$ cat src/rtl/axi_pkg.sv
// Shared AXI encodings and the write-responder state type.
package axi_pkg;

  localparam logic [1:0] AXI_RESP_OKAY   = 2'b00;
  localparam logic [1:0] AXI_RESP_SLVERR = 2'b10;
  localparam logic [1:0] AXI_RESP_DECERR = 2'b11;

  localparam logic [1:0] AXI_BURST_FIXED = 2'b00;
  localparam logic [1:0] AXI_BURST_INCR  = 2'b01;
  localparam logic [1:0] AXI_BURST_WRAP  = 2'b10;

  localparam logic [2:0] AXI_SIZE_4B = 3'b010;

  typedef enum logic [1:0] {
    IDLE,
    DATA,
    RESP
  } wr_state_t;

endpackage

$ cat src/rtl/axi_wr_addr_gen.sv
// Burst bookkeeping: latches start word address, length and burst type,
// counts accepted beats and produces the current SRAM word address.
module axi_wr_addr_gen
  import axi_pkg::*;
#(
  parameter int MEM_AW = 14
) (
  input  logic              clk,
  input  logic              rst,
  input  logic              load,
  input  logic [MEM_AW-1:0] start_addr,
  input  logic [3:0]        len,
  input  logic [1:0]        burst,
  input  logic              advance,
  output logic [MEM_AW-1:0] addr,
  output logic              is_last
);

  logic [MEM_AW-1:0] addr_q, addr_d;
  logic [3:0]        count_q, count_d;
  logic [3:0]        len_q, len_d;
  logic [1:0]        burst_q, burst_d;

  always_comb begin
    // NOTE: every _d takes its _q value first, so no path leaves it unassigned and no latch is inferred.
    addr_d  = addr_q;
    count_d = count_q;
    len_d   = len_q;
    burst_d = burst_q;
    if (load) begin
      addr_d  = start_addr;
      count_d = 4'd0;
      len_d   = len;
      burst_d = burst;
    end else if (advance) begin
      count_d = count_q + 4'd1;
      if (burst_q != AXI_BURST_FIXED) addr_d = addr_q + MEM_AW'(1);
    end
  end

  // NOTE: state updates use <= so all flops sample the same pre-edge values.
  always_ff @(posedge clk) begin
    if (rst) begin
      addr_q  <= '0;
      count_q <= '0;
      len_q   <= '0;
      burst_q <= AXI_BURST_INCR;
    end else begin
      addr_q  <= addr_d;
      count_q <= count_d;
      len_q   <= len_d;
      burst_q <= burst_d;
    end
  end

  assign addr    = addr_q;
  assign is_last = (count_q == len_q);

endmodule

$ cat src/rtl/axi_wr_responder.sv
// AXI write slave: accepts one AW, drains its W beats into the SRAM write port,
// then returns a single B response. Ready/valid outputs are registered from next state.
module axi_wr_responder
  import axi_pkg::*;
#(
  parameter int ID_W   = 8,
  parameter int ADDR_W = 32,
  parameter int DATA_W = 32,
  parameter int MEM_AW = 14,
  localparam int STRB_W = DATA_W / 8
) (
  input  logic              ACLK,
  input  logic              ARESET,
  input  logic [ID_W-1:0]   AWID,
  input  logic [ADDR_W-1:0] AWADDR,
  input  logic [3:0]        AWLEN,
  input  logic [2:0]        AWSIZE,
  input  logic [1:0]        AWBURST,
  input  logic              AWVALID,
  output logic              AWREADY,
  input  logic [DATA_W-1:0] WDATA,
  input  logic [STRB_W-1:0] WSTRB,
  input  logic              WLAST,
  input  logic              WVALID,
  output logic              WREADY,
  output logic [ID_W-1:0]   BID,
  output logic [1:0]        BRESP,
  output logic              BVALID,
  input  logic              BREADY,
  output logic              mem_we,
  output logic [MEM_AW-1:0] mem_addr,
  output logic [DATA_W-1:0] mem_wdata,
  output logic [STRB_W-1:0] mem_wstrb
);

  wr_state_t       state_q, state_d;
  logic            awready_q, awready_d;
  logic            wready_q, wready_d;
  logic            bvalid_q, bvalid_d;
  logic [ID_W-1:0] bid_q, bid_d;
  logic [1:0]      bresp_q, bresp_d;
  logic            dec_err_q, dec_err_d;
  logic            last_err_q, last_err_d;

  logic              aw_fire, w_fire, b_fire, last_mismatch;
  logic [MEM_AW-1:0] beat_addr;
  logic              beat_is_last;
  logic              unused_awaddr;

  assign aw_fire       = awready_q & AWVALID;
  assign w_fire        = wready_q & WVALID;
  assign b_fire        = bvalid_q & BREADY;
  assign last_mismatch = (WLAST != beat_is_last);
  assign unused_awaddr = ^{AWADDR[ADDR_W-1:MEM_AW+2], AWADDR[1:0]};

  axi_wr_addr_gen #(.MEM_AW(MEM_AW)) u_addr_gen (
    .clk        (ACLK),
    .rst        (ARESET),
    .load       (aw_fire),
    .start_addr (AWADDR[MEM_AW+1:2]),
    .len        (AWLEN),
    .burst      (AWBURST),
    .advance    (w_fire),
    .addr       (beat_addr),
    .is_last    (beat_is_last)
  );

  always_comb begin
    state_d    = state_q;
    bid_d      = bid_q;
    bresp_d    = bresp_q;
    dec_err_d  = dec_err_q;
    last_err_d = last_err_q;
    unique case (state_q)
      IDLE: if (aw_fire) begin
        state_d    = DATA;
        bid_d      = AWID;
        dec_err_d  = (AWSIZE != AXI_SIZE_4B) ||
                     !(AWBURST == AXI_BURST_FIXED || AWBURST == AXI_BURST_INCR);
        last_err_d = 1'b0;
      end
      // The counted length alone terminates the burst; a misplaced WLAST only poisons the response.
      DATA: if (w_fire) begin
        if (last_mismatch) last_err_d = 1'b1;
        if (beat_is_last) begin
          state_d = RESP;
          bresp_d = (dec_err_q || last_err_q || last_mismatch) ? AXI_RESP_SLVERR : AXI_RESP_OKAY;
        end
      end
      RESP: if (b_fire) begin
        state_d    = IDLE;
        bresp_d    = AXI_RESP_OKAY;
        dec_err_d  = 1'b0;
        last_err_d = 1'b0;
      end
      default: state_d = IDLE;
    endcase
    awready_d = (state_d == IDLE);
    wready_d  = (state_d == DATA);
    bvalid_d  = (state_d == RESP);
  end

  always_ff @(posedge ACLK) begin
    if (ARESET) begin
      state_q    <= IDLE;
      awready_q  <= 1'b0;
      wready_q   <= 1'b0;
      bvalid_q   <= 1'b0;
      bid_q      <= '0;
      bresp_q    <= AXI_RESP_OKAY;
      dec_err_q  <= 1'b0;
      last_err_q <= 1'b0;
    end else begin
      state_q    <= state_d;
      awready_q  <= awready_d;
      wready_q   <= wready_d;
      bvalid_q   <= bvalid_d;
      bid_q      <= bid_d;
      bresp_q    <= bresp_d;
      dec_err_q  <= dec_err_d;
      last_err_q <= last_err_d;
    end
  end

  assign AWREADY = awready_q;
  assign WREADY  = wready_q;
  assign BVALID  = bvalid_q;
  assign BID     = bid_q;
  assign BRESP   = bresp_q;

  // Bursts rejected at address time still drain their beats, just without writing.
  assign mem_we    = w_fire & ~dec_err_q;
  assign mem_addr  = beat_addr;
  assign mem_wdata = WDATA;
  assign mem_wstrb = WSTRB;

endmodule
$ cat config.mk
export PLATFORM = sky130hd
export DESIGN_NAME = axi_wr_responder
export DESIGN_NICKNAME = d
export VERILOG_FILES = /design/src/rtl/axi_pkg.sv /design/src/rtl/axi_wr_addr_gen.sv /design/src/rtl/axi_wr_responder.sv
export SDC_FILE = /design/constraint.sdc
export NUM_CORES = 1
export LEC_CHECK = 0
export BUFFER_PORTS_ARGS = -buffer_cell sky130_fd_sc_hd__buf_4
export CAP_MARGIN = 5
export CORE_MARGIN = 2
export CORE_UTILIZATION = 44
export CTS_CLUSTER_SIZE = 12
export DETAILED_ROUTE_END_ITERATION = 7
export PLACE_DENSITY = 0.86
export SLEW_MARGIN = 20
export SYNTH_ARGS = -nofsm -noshare
export SYNTH_HDL_FRONTEND = slang
export SYNTH_SLANG_ARGS = --single-unit
$ cat constraint.sdc
create_clock -name ACLK -period 3.35 [get_ports ACLK]
set_input_delay 0.335 -clock ACLK [delete_from_list [all_inputs] [get_ports ACLK]]
set_output_delay 0.335 -clock ACLK [all_outputs]
set_load 0.03 [all_outputs]
* Word level (Yosys, flattened, before mapping)
Index checks and enable logic that the tools add are counted.
Operators by class: multiply operators 0, mux-type cells 20, add/subtract/negate cells 2, equal/unequal tests 13, $lt $le $gt $ge 0, bitwise gates (word level) 5, divide/modulo/power cells 0, shift-type cells 0, reductions and logical operators 20
Operators by type and width (number):
- $mux 14 | 3
- $mux 2 | 8
- $add 14x1->14 const B | 1
- $ne 2x2->1 const B | 5
- $reduce_bool 2->1 | 5
- $eq 2x1->1 const B | 3
- $logic_not 2->1 | 3
- $pmux 2 s3 | 1
- $mux 1 | 5
- $reduce_and 5->1 | 1
- $add 4x1->4 const B | 1
- $and 1x1->1 | 4
- $eq 2x2->1 const B | 2
- $eq 4x4->1 | 1
- $logic_or 1x1->1 | 4
- $pmux 2 s2 | 1
- $reduce_and 2->1 | 2
- $reduce_and 4->1 | 1
- $ne 3x2->1 const B | 1
- $pmux 1 s3 | 1
- $reduce_and 3->1 | 1
- $reduce_bool 3->1 | 1
- $pmux 1 s2 | 1
- $reduce_or 2->1 | 1
- other kinds (3) | 3
Storage, ports and cells: bits in writable memories 0, memory bits (read-only) 0, output and inout bits 64, logic and storage cells 72, input bits 91, memories kept 0, latch bits 0, bits in registers 41

* Logic depth before layout (Yosys ltp)
Gate-level depths: netlist (run 1).
depth after elaboration 7, depth in mapped cells 6, mapped depth without buffers 5

* By module
Synthesis (run 1) repeated with hierarchy kept, for this count alone.
Second synthesis, totals: cell total of the unflattened synthesis 251, area, all modules 2250.9 um2
By module, submodules not included:
- axi_wr_addr_gen | times used 1, area an instance 1253.7 um2, seq. area each 480.5 um2, cells each 139
- axi_wr_responder | times used 1, area an instance 997.2 um2, seq. area each 320.3 um2, cells each 112

* Worst setup path before layout (run 1)
Ideal clock, no wire load.
path kind register -> register, start register u_addr_gen.addr_q[0], in the netlist u_addr_gen.addr[0], end register u_addr_gen.addr_q[12], in the netlist u_addr_gen.addr[12], period minus slack after synthesis 1.753 ns, cell stages (with the launch flop) 5, arrival time 1.662 ns, setup time 0.091 ns, setup slack 1.597 ns, buffers on the path 0, required time 3.259 ns, cell sequence dfxtp_1 -> ha_1 -> nand4_1 -> or4_1 -> a311oi_1
Between the ends: word-level cells in the longest chain between the ends 4
Ends and longest elaborated chain:
- start: declaration | line axi_wr_addr_gen.sv:19 | logic [MEM_AW-1:0] addr_q, addr_d;
- start signal: assignment | line axi_wr_addr_gen.sv:49 | addr_q <= addr_d;
- $add 14x1->14 | line axi_wr_addr_gen.sv:37 | if (burst_q != AXI_BURST_FIXED) addr_d = addr_q + MEM_AW'(1);
- $mux 14 | line axi_wr_addr_gen.sv:37
- $mux 14 | line axi_wr_addr_gen.sv:35 | end else if (advance) begin
- $mux 14 | line axi_wr_addr_gen.sv:30 | if (load) begin
Every way passes these cells. The select of a mux whose other input is x is not followed. A chain may end at the register's enable or synchronous reset.

* Worst setup path after layout (run 1)
start register wready_q, in the netlist WREADY, end register u_addr_gen.addr_q[13], in the netlist u_addr_gen.addr[13]
Between the ends: word-level cells in the longest chain between the ends 3
Ends and longest elaborated chain:
- start: declaration | line axi_wr_responder.sv:38 | logic wready_q, wready_d;
- start signal: assignment | line axi_wr_responder.sv:116 | wready_q <= wready_d;
- $and 1x1->1 | line axi_wr_responder.sv:51 | assign w_fire = wready_q & WVALID;
- $reduce_bool 2->1 (no source line)
- $reduce_and 2->1 (no source line)
Every way passes these cells.

==> flow_metrics.env, run 1 <==
export IMPL_netlist_instances=259
export IMPL_critical_path_max_stage_delay_ns=0.52
export IMPL_cts_tree="done"
export IMPL_tns_ns=0
export IMPL_drt_pass1_iterations=4
export IMPL_synth_area_leaders="dfxtp_1 (38%), buf_4 (13%), nand2_1 (6.6%)"
export IMPL_grt_antenna_before_repair=0
export IMPL_cp_max_fo=16
export IMPL_yosys_area_top_type_share_pct=37.87
export IMPL_synth_yosys_seq_area_share_pct=37.87
export IMPL_synth_top_family_by_area="simple AND/OR/NAND/NOR gates"
export IMPL_skew_ns=0.004378
export IMPL_powerDensity_nw_per_um2=436.8
export IMPL_postSynthNetCount=352
export IMPL_io_buffers=63
export IMPL_outcome="finished clean"
export IMPL_r2r_cells=4
export IMPL_period_share_pct=53.71
export IMPL_yosys_warnings=0
export IMPL_min_delay_path_class="in2reg"
export IMPL_synth_area_mux_share_pct=0.9467
export IMPL_pin_count=155
export IMPL_cts_root_buf="clkbuf_8"
export IMPL_cp_end_kind="register"
export IMPL_setup_viol=0
export IMPL_grt_use_met1_pct=22.34
export IMPL_hold_viol_final=0
export IMPL_synthAdderAreaFrac_pct=1.183
export IMPL_ys_flop_type="dfxtp_1"
export IMPL_core_area_um2=4692
export IMPL_clk_pin_slew_ns=0.07
export IMPL_fp_row_count=25
export IMPL_synthXorXnorAreaFrac_pct=5.799
export IMPL_synthArstFlopShare_pct=0
export IMPL_cp_arrival_ns=1.99
export IMPL_layout_common_cells="buf_4 (63), dfxtp_1 (40), nand2_1 (36)"
export IMPL_design_area_um2=2430
export IMPL_grt_util_met3_pct=3.841
export IMPL_required_ns=3.54
export IMPL_fill_cells=464
export IMPL_avgViaCountPerCell=5.400
export IMPL_die_area_um2=5377
export IMPL_grt_max_degree=42
export IMPL_layout_nets=373
export IMPL_grt_pass1_wl_mm=7.238
export IMPL_synth_simple_area_share_pct=23.31
export IMPL_irDropWorstVdd_v=0.0002724
export IMPL_post_cts_resized=0
export IMPL_leakagePower_nw=0.9962
export IMPL_first_iter_violations=184
export IMPL_placed_cell_area_um2=2337
export IMPL_rsz0062_at_grt="false"
export IMPL_n_antenna_cell=0
export IMPL_synth_distinct_cells=43
export IMPL_worst_slew_pin_slew_ns=0.9679
export IMPL_area_delta_synth_final_pct=14.91
export IMPL_avgSynthCellArea_um2=8.164
export IMPL_grt_use_total_pct=16.86
export IMPL_htree_num_levels=2
export IMPL_synth_edf_count=0
export IMPL_slew_viol_final=0
export IMPL_grt_pass1_vias=1562
export IMPL_drt_wl_total_mm=4.584
export IMPL_ys_ff_latch=40
export IMPL_grt_remaining_overflow=0
export IMPL_die_y_um=73.33
export IMPL_initial_utilization_pct=45.07
export IMPL_post_cts_buffers=0
export IMPL_drv_cap=0
export IMPL_hold_depth=2
export IMPL_critPathKind="reg2reg"
export IMPL_ant_nets=0
export IMPL_cts_buffer_depth=2
export IMPL_dpl_hpwl_mm=3.283
export IMPL_grt_busiest_layer="met2"
export IMPL_cts_sinks=40
export IMPL_final_common_cell="buf_4"
export IMPL_die_w_um=73.33
export IMPL_fin_crit_ns=1.799
export IMPL_fmaxAchievable_mhz=555.7
export IMPL_layout_drive_gt1_share_pct=26.69
export IMPL_cpMaxStageDelayCell="nor3_1"
export IMPL_start_kind="register"
export IMPL_numCtsBuffers=5
export IMPL_slew_headroom_pct=34.55
export IMPL_drc=0
export IMPL_postCtsHoldBufs=0
export IMPL_vias=1809
export IMPL_synth_compound_area_share_pct=14.50
export IMPL_syn_area_um2=2115
export IMPL_grt_met2_usage_pct=27.03
export IMPL_cp_cell_sequence="o211ai_2, nor3_1, nand4_1, a311oi_1"
export IMPL_wire_per_inst_um=13.68
export IMPL_yosysTopAreaCell="dfxtp_1"
export IMPL_clk_latency_ns=0.28
export IMPL_gp_congestion=0.7539
routing by layer:
layer,wire [um],share of wire [%],vias up
li1,-,-,912
met1,1978,43,827
met2,2140,47,62
met3,400,8.7,8
met4,65,1.4,0
met5,0,0,-
kinds of logic (layout without fill, tap and decap cells):
logic type	count (synthesis)	after routing
compound gates	45	45
xor+xnor	14	14
fa+ha+maj	2	2
buf+inv	54	76
flops	40	40
mux	2	2
other cells	1	1
simple gates	101	101
Yosys cell counts, types with 4 or more instances:
cell type  instances
dfxtp_1           40
nor2_1            22
xor2_1             7
a21oi_1           16
a211oi_1          10
inv_1              5
nand2_1           37
nor4_1             5
nor3_1            10
a311oi_1           4
nand3_1            6
buf_4             37
xnor2_1            7
or3_1              4
clkbuf_1          10
worst paths after layout:
kind                             start             endpoint  slack (ns)
worst min-delay path             WLAST           last_err_q        0.25
worst max register to register  WREADY  u_addr_gen.addr[13]        1.55
worst min register to register  BID[2]               BID[2]        0.46
worst max-delay path            WREADY  u_addr_gen.addr[13]        1.55
metrics by stage:
stage / worst slack, ns / hold slack [ns] / std cells / total power [mW] / util [%]
floorplan: 1.597 / 0.4361 / 259 / 0.7406 / -
global placement: 1.572 / 0.4416 / 327 / 0.7431 / 49.81
detailed placement: 1.531 / 0.4470 / 327 / 0.7476 / 49.81
CTS: 1.514 / 0.2410 / 335 / 1.073 / 51.73
global route: 1.385 / 0.2504 / 335 / 1.114 / 51.79
finish: 1.551 / 0.2520 / 335 / 1.061 / 51.79
sequential cells by signal, indices dropped and copies added (netlist names), 2 cells and up:
name,cells
BID,8
u_addr_gen.burst_q,2
u_addr_gen.len_q,4
state_q,2
u_addr_gen.addr,14
u_addr_gen.count_q,4
worst max-delay path, delay by kind of cell, from the launching register on:
kind | cells | cell delay (ns)
flops | 1 | 0.46
simple gates | 2 | 0.67
compound gates | 2 | 0.58
layout make-up:
cell class | instances | area [um^2] | share of cell area [%]
clock buffer | 8 | 90.09 | 3.708
inverter | 5 | 18.77 | 0.7724
multi-input combinational | 165 | 979.7 | 40.32
sequential | 40 | 800.8 | 32.96
tap | 54 | 67.56 | 2.781
timing repair buffer | 63 | 473.0 | 19.46
where the power goes:
group	leakage (nW)	switching, mW	internal [mW]	total, mW
registers	0.327	0.0316	0.503	0.534
logic	0.624	0.114	0.0873	0.201
clock network	0.0455	0.157	0.168	0.325
No activity file was read; power rests on OpenSTA's default activity.
==> run 2: changes to the inputs <==
--- a/config.mk
+++ b/config.mk
@@ -5,13 +5,14 @@
 export SDC_FILE = /design/constraint.sdc
 export NUM_CORES = 1
 export LEC_CHECK = 0
+export ABC_AREA = 1
 export BUFFER_PORTS_ARGS = -buffer_cell sky130_fd_sc_hd__buf_4
 export CAP_MARGIN = 5
 export CORE_MARGIN = 2
-export CORE_UTILIZATION = 44
+export CORE_UTILIZATION = 42
 export CTS_CLUSTER_SIZE = 12
 export DETAILED_ROUTE_END_ITERATION = 7
-export PLACE_DENSITY = 0.86
+export PLACE_DENSITY = 0.8
 export SLEW_MARGIN = 20
 export SYNTH_ARGS = -nofsm -noshare
 export SYNTH_HDL_FRONTEND = slang
==> constraint.sdc (replaced) <==
create_clock -name ACLK -period 1.9 [get_ports ACLK]
set_input_delay 0.19 -clock ACLK [delete_from_list [all_inputs] [get_ports ACLK]]
set_output_delay 0.19 -clock ACLK [all_outputs]
set_load 0.03 [all_outputs]
==> run 2 against run 1 <==
Worst setup slack got worse by 1.2 ns. Synthesized area up 10%. Fmax grew 19%. Combinational power rose to 4.8 times the previous value. Critical path depth grew 4. Wire length up 15%. Critical path type unchanged. Largest cell class unchanged. Largest power group unchanged.
==> flow_metrics.env, run 2 <==
export IMPL_critPathLaunch="u_addr_gen.addr[0]"
export IMPL_tns_ns=0
export IMPL_synthArstFlopShare_pct=0
export IMPL_grt_pass1_wl_mm=9.135
export IMPL_hold_viol_final=0
export IMPL_netlist_instances=334
export IMPL_cp_max_fo=5
export IMPL_yosys_area_top_type_share_pct=34.37
export IMPL_r2r_start="u_addr_gen.addr[0]"
export IMPL_critical_path_max_stage_delay_ns=0.43
export IMPL_grt_max_degree=33
export IMPL_postCtsHoldBufs=0
export IMPL_yosysTopAreaCell="dfxtp_1"
export IMPL_post_cts_buffers=0
export IMPL_fp_row_count=27
export IMPL_yosys_warnings=0
export IMPL_layout_drive_gt1_share_pct=26.72
export IMPL_ant_nets=0
export IMPL_drt_pass1_iterations=4
export IMPL_hold_slack_ns=0.1386
export IMPL_die_w_um=78.48
export IMPL_n_antenna_cell=0
export IMPL_grt_antenna_before_repair=0
export IMPL_die_area_um2=6159
export IMPL_synth_common_cells="nand2_1 (60), nor2_1 (51), dfxtp_1 (40)"
export IMPL_post_cts_resized=0
export IMPL_critPathKind="reg2reg"
export IMPL_pin_count=155
export IMPL_syn_area_um2=2330
export IMPL_core_area_um2=5439
export IMPL_avgViaCountPerCell=4.968
export IMPL_multiInputGateArea_um2=1105
export IMPL_wire_per_inst_um=12.13
export IMPL_layout_common_cells="buf_4 (65), nand2_1 (60), nor2_1 (51)"
export IMPL_rsz0062_at_grt="false"
export IMPL_drv_cap=0
export IMPL_synth_most_common_cell="nand2_1"
export IMPL_worstHoldStart="AWBURST[0]"
export IMPL_cp_cell_sequence="ha_1, nand2_2, nor2_4, nand2_2, nor2_2, nand3_1, a21oi_1, nor2_1"
export IMPL_avgSynthCellArea_um2=6.975
export IMPL_synth_yosys_seq_area_share_pct=34.37
export IMPL_synth_edf_count=0
export IMPL_drt_wl_total_mm=5.276
export IMPL_irDropWorstVdd_v=0.0004773
export IMPL_layout_nets=455
export IMPL_cts_sinks=40
export IMPL_ys_flop_type="dfxtp_1"
export IMPL_power_total_mw=2.664
export IMPL_fin_crit_ns=1.512
export IMPL_regArea_um2=800.8
export IMPL_period_share_pct=79.56
export IMPL_clk_latency_ns=0.30
export IMPL_die_y_um=78.48
export IMPL_clk_pin_slew_ns=0.08
export IMPL_grt_remaining_overflow=0
export IMPL_leakagePower_nw=1.176
export IMPL_start_kind="register"
export IMPL_outcome="finished clean"
export IMPL_synth_area_leaders="dfxtp_1 (34%), buf_4 (12%), nand2_1 (9.7%)"
export IMPL_cts_tree="done"
export IMPL_powerDensity_nw_per_um2=988.6
export IMPL_postSynthNetCount=427
export IMPL_crit_path_frequent_cell="nand2_2"
export IMPL_htree_num_levels=2
export IMPL_gp_congestion=0.8430
export IMPL_fmaxAchievable_mhz=661.5
export IMPL_cp_end_kind="register"
export IMPL_cts_buffer_depth=2
export IMPL_skew_ns=0.004283
export IMPL_min_delay_path_class="in2reg"
export IMPL_synth_distinct_cells=33
export IMPL_first_iter_violations=123
export IMPL_vias=2161
export IMPL_initial_utilization_pct=42.83
export IMPL_area_delta_synth_final_pct=15.68
export IMPL_cpMaxStageDelayCell="dfxtp_1"
export IMPL_cp_arrival_ns=1.70
export IMPL_required_ns=2.09
export IMPL_slew_viol_final=0
export IMPL_numCtsBuffers=5
export IMPL_io_buffers=63
export IMPL_grt_pass1_vias=2121
export IMPL_cts_root_buf="clkbuf_8"
export IMPL_fill_cells=542
export IMPL_final_common_cell="buf_4"
export IMPL_drc=0
export IMPL_dpl_hpwl_mm=3.912
export IMPL_grt_use_total_pct=18.14
export IMPL_setup_viol=0
export IMPL_largest_reg_flops=14
export IMPL_ys_ff_latch=40
-- run 2: cell families (layout without fill, tap and decap cells) --
family                     Yosys count  in the layout  share of synthesized area (%)
other                                1              1                         0.1610
buffers and inverters               73            102                          18.21
DFF                                 40             40                          34.37
AOI/OAI and AO/OA                   60             60                          14.39
and+or+nand+nor                    158            158                          31.79
adders and majority gates            2              2                          1.074
-- run 2: worst paths after layout --
path | depth (start not counted) | slack (ns) | end
max | 8 | 0.39 | u_addr_gen.addr[10]
max reg2reg | 8 | 0.39 | u_addr_gen.addr[10]
min | 3 | 0.14 | u_addr_gen.burst_q[0]
min reg2reg | 2 | 0.45 | last_err_q
-- run 2: per-stage QoR --
stage,cells,cell area [um^2],utilization (%),setup WS [ns]
global placement,427,2597,47.76,0.4638
floorplan,334,2330,-,0.3346
global route,435,2695,49.55,0.2448
finish,435,2695,49.55,0.3884
detailed placement,427,2597,47.76,0.4187
CTS,435,2695,49.55,0.3953
-- run 2: worst max-delay path, delay by kind of cell (launching register included) --
family	cells	cell delay, ns
AOI/OAI and AO/OA	1	0.15
DFF	1	0.43
and+or+nand+nor	6	0.62
adders and majority gates	1	0.21
-- run 2: layer usage --
metal  vias up  share of wire (%)  global-route usage (%)
met1       969                 43                   21.18
met3        18                7.5                   6.207
met2        69                 48                   30.17
li1       1105                  -                       -
met5         -                  0                       0
met4         0                1.9                   7.895
-- run 2: power breakdown --
part,leakage (nW),internal (mW),switching (mW)
registers,0.327,0.968,0.119
clock network,0.0434,0.294,0.317
logic,0.805,0.358,0.608
-- run 2: final cells by class --
class	instances	area share, %
clock inverters	2	0.5571
flip-flops and latches	40	29.71
well taps	72	3.343
inverters	29	4.225
repair buffers	65	18.11
clock buffers	6	3.064
multi-input cells	221	40.99
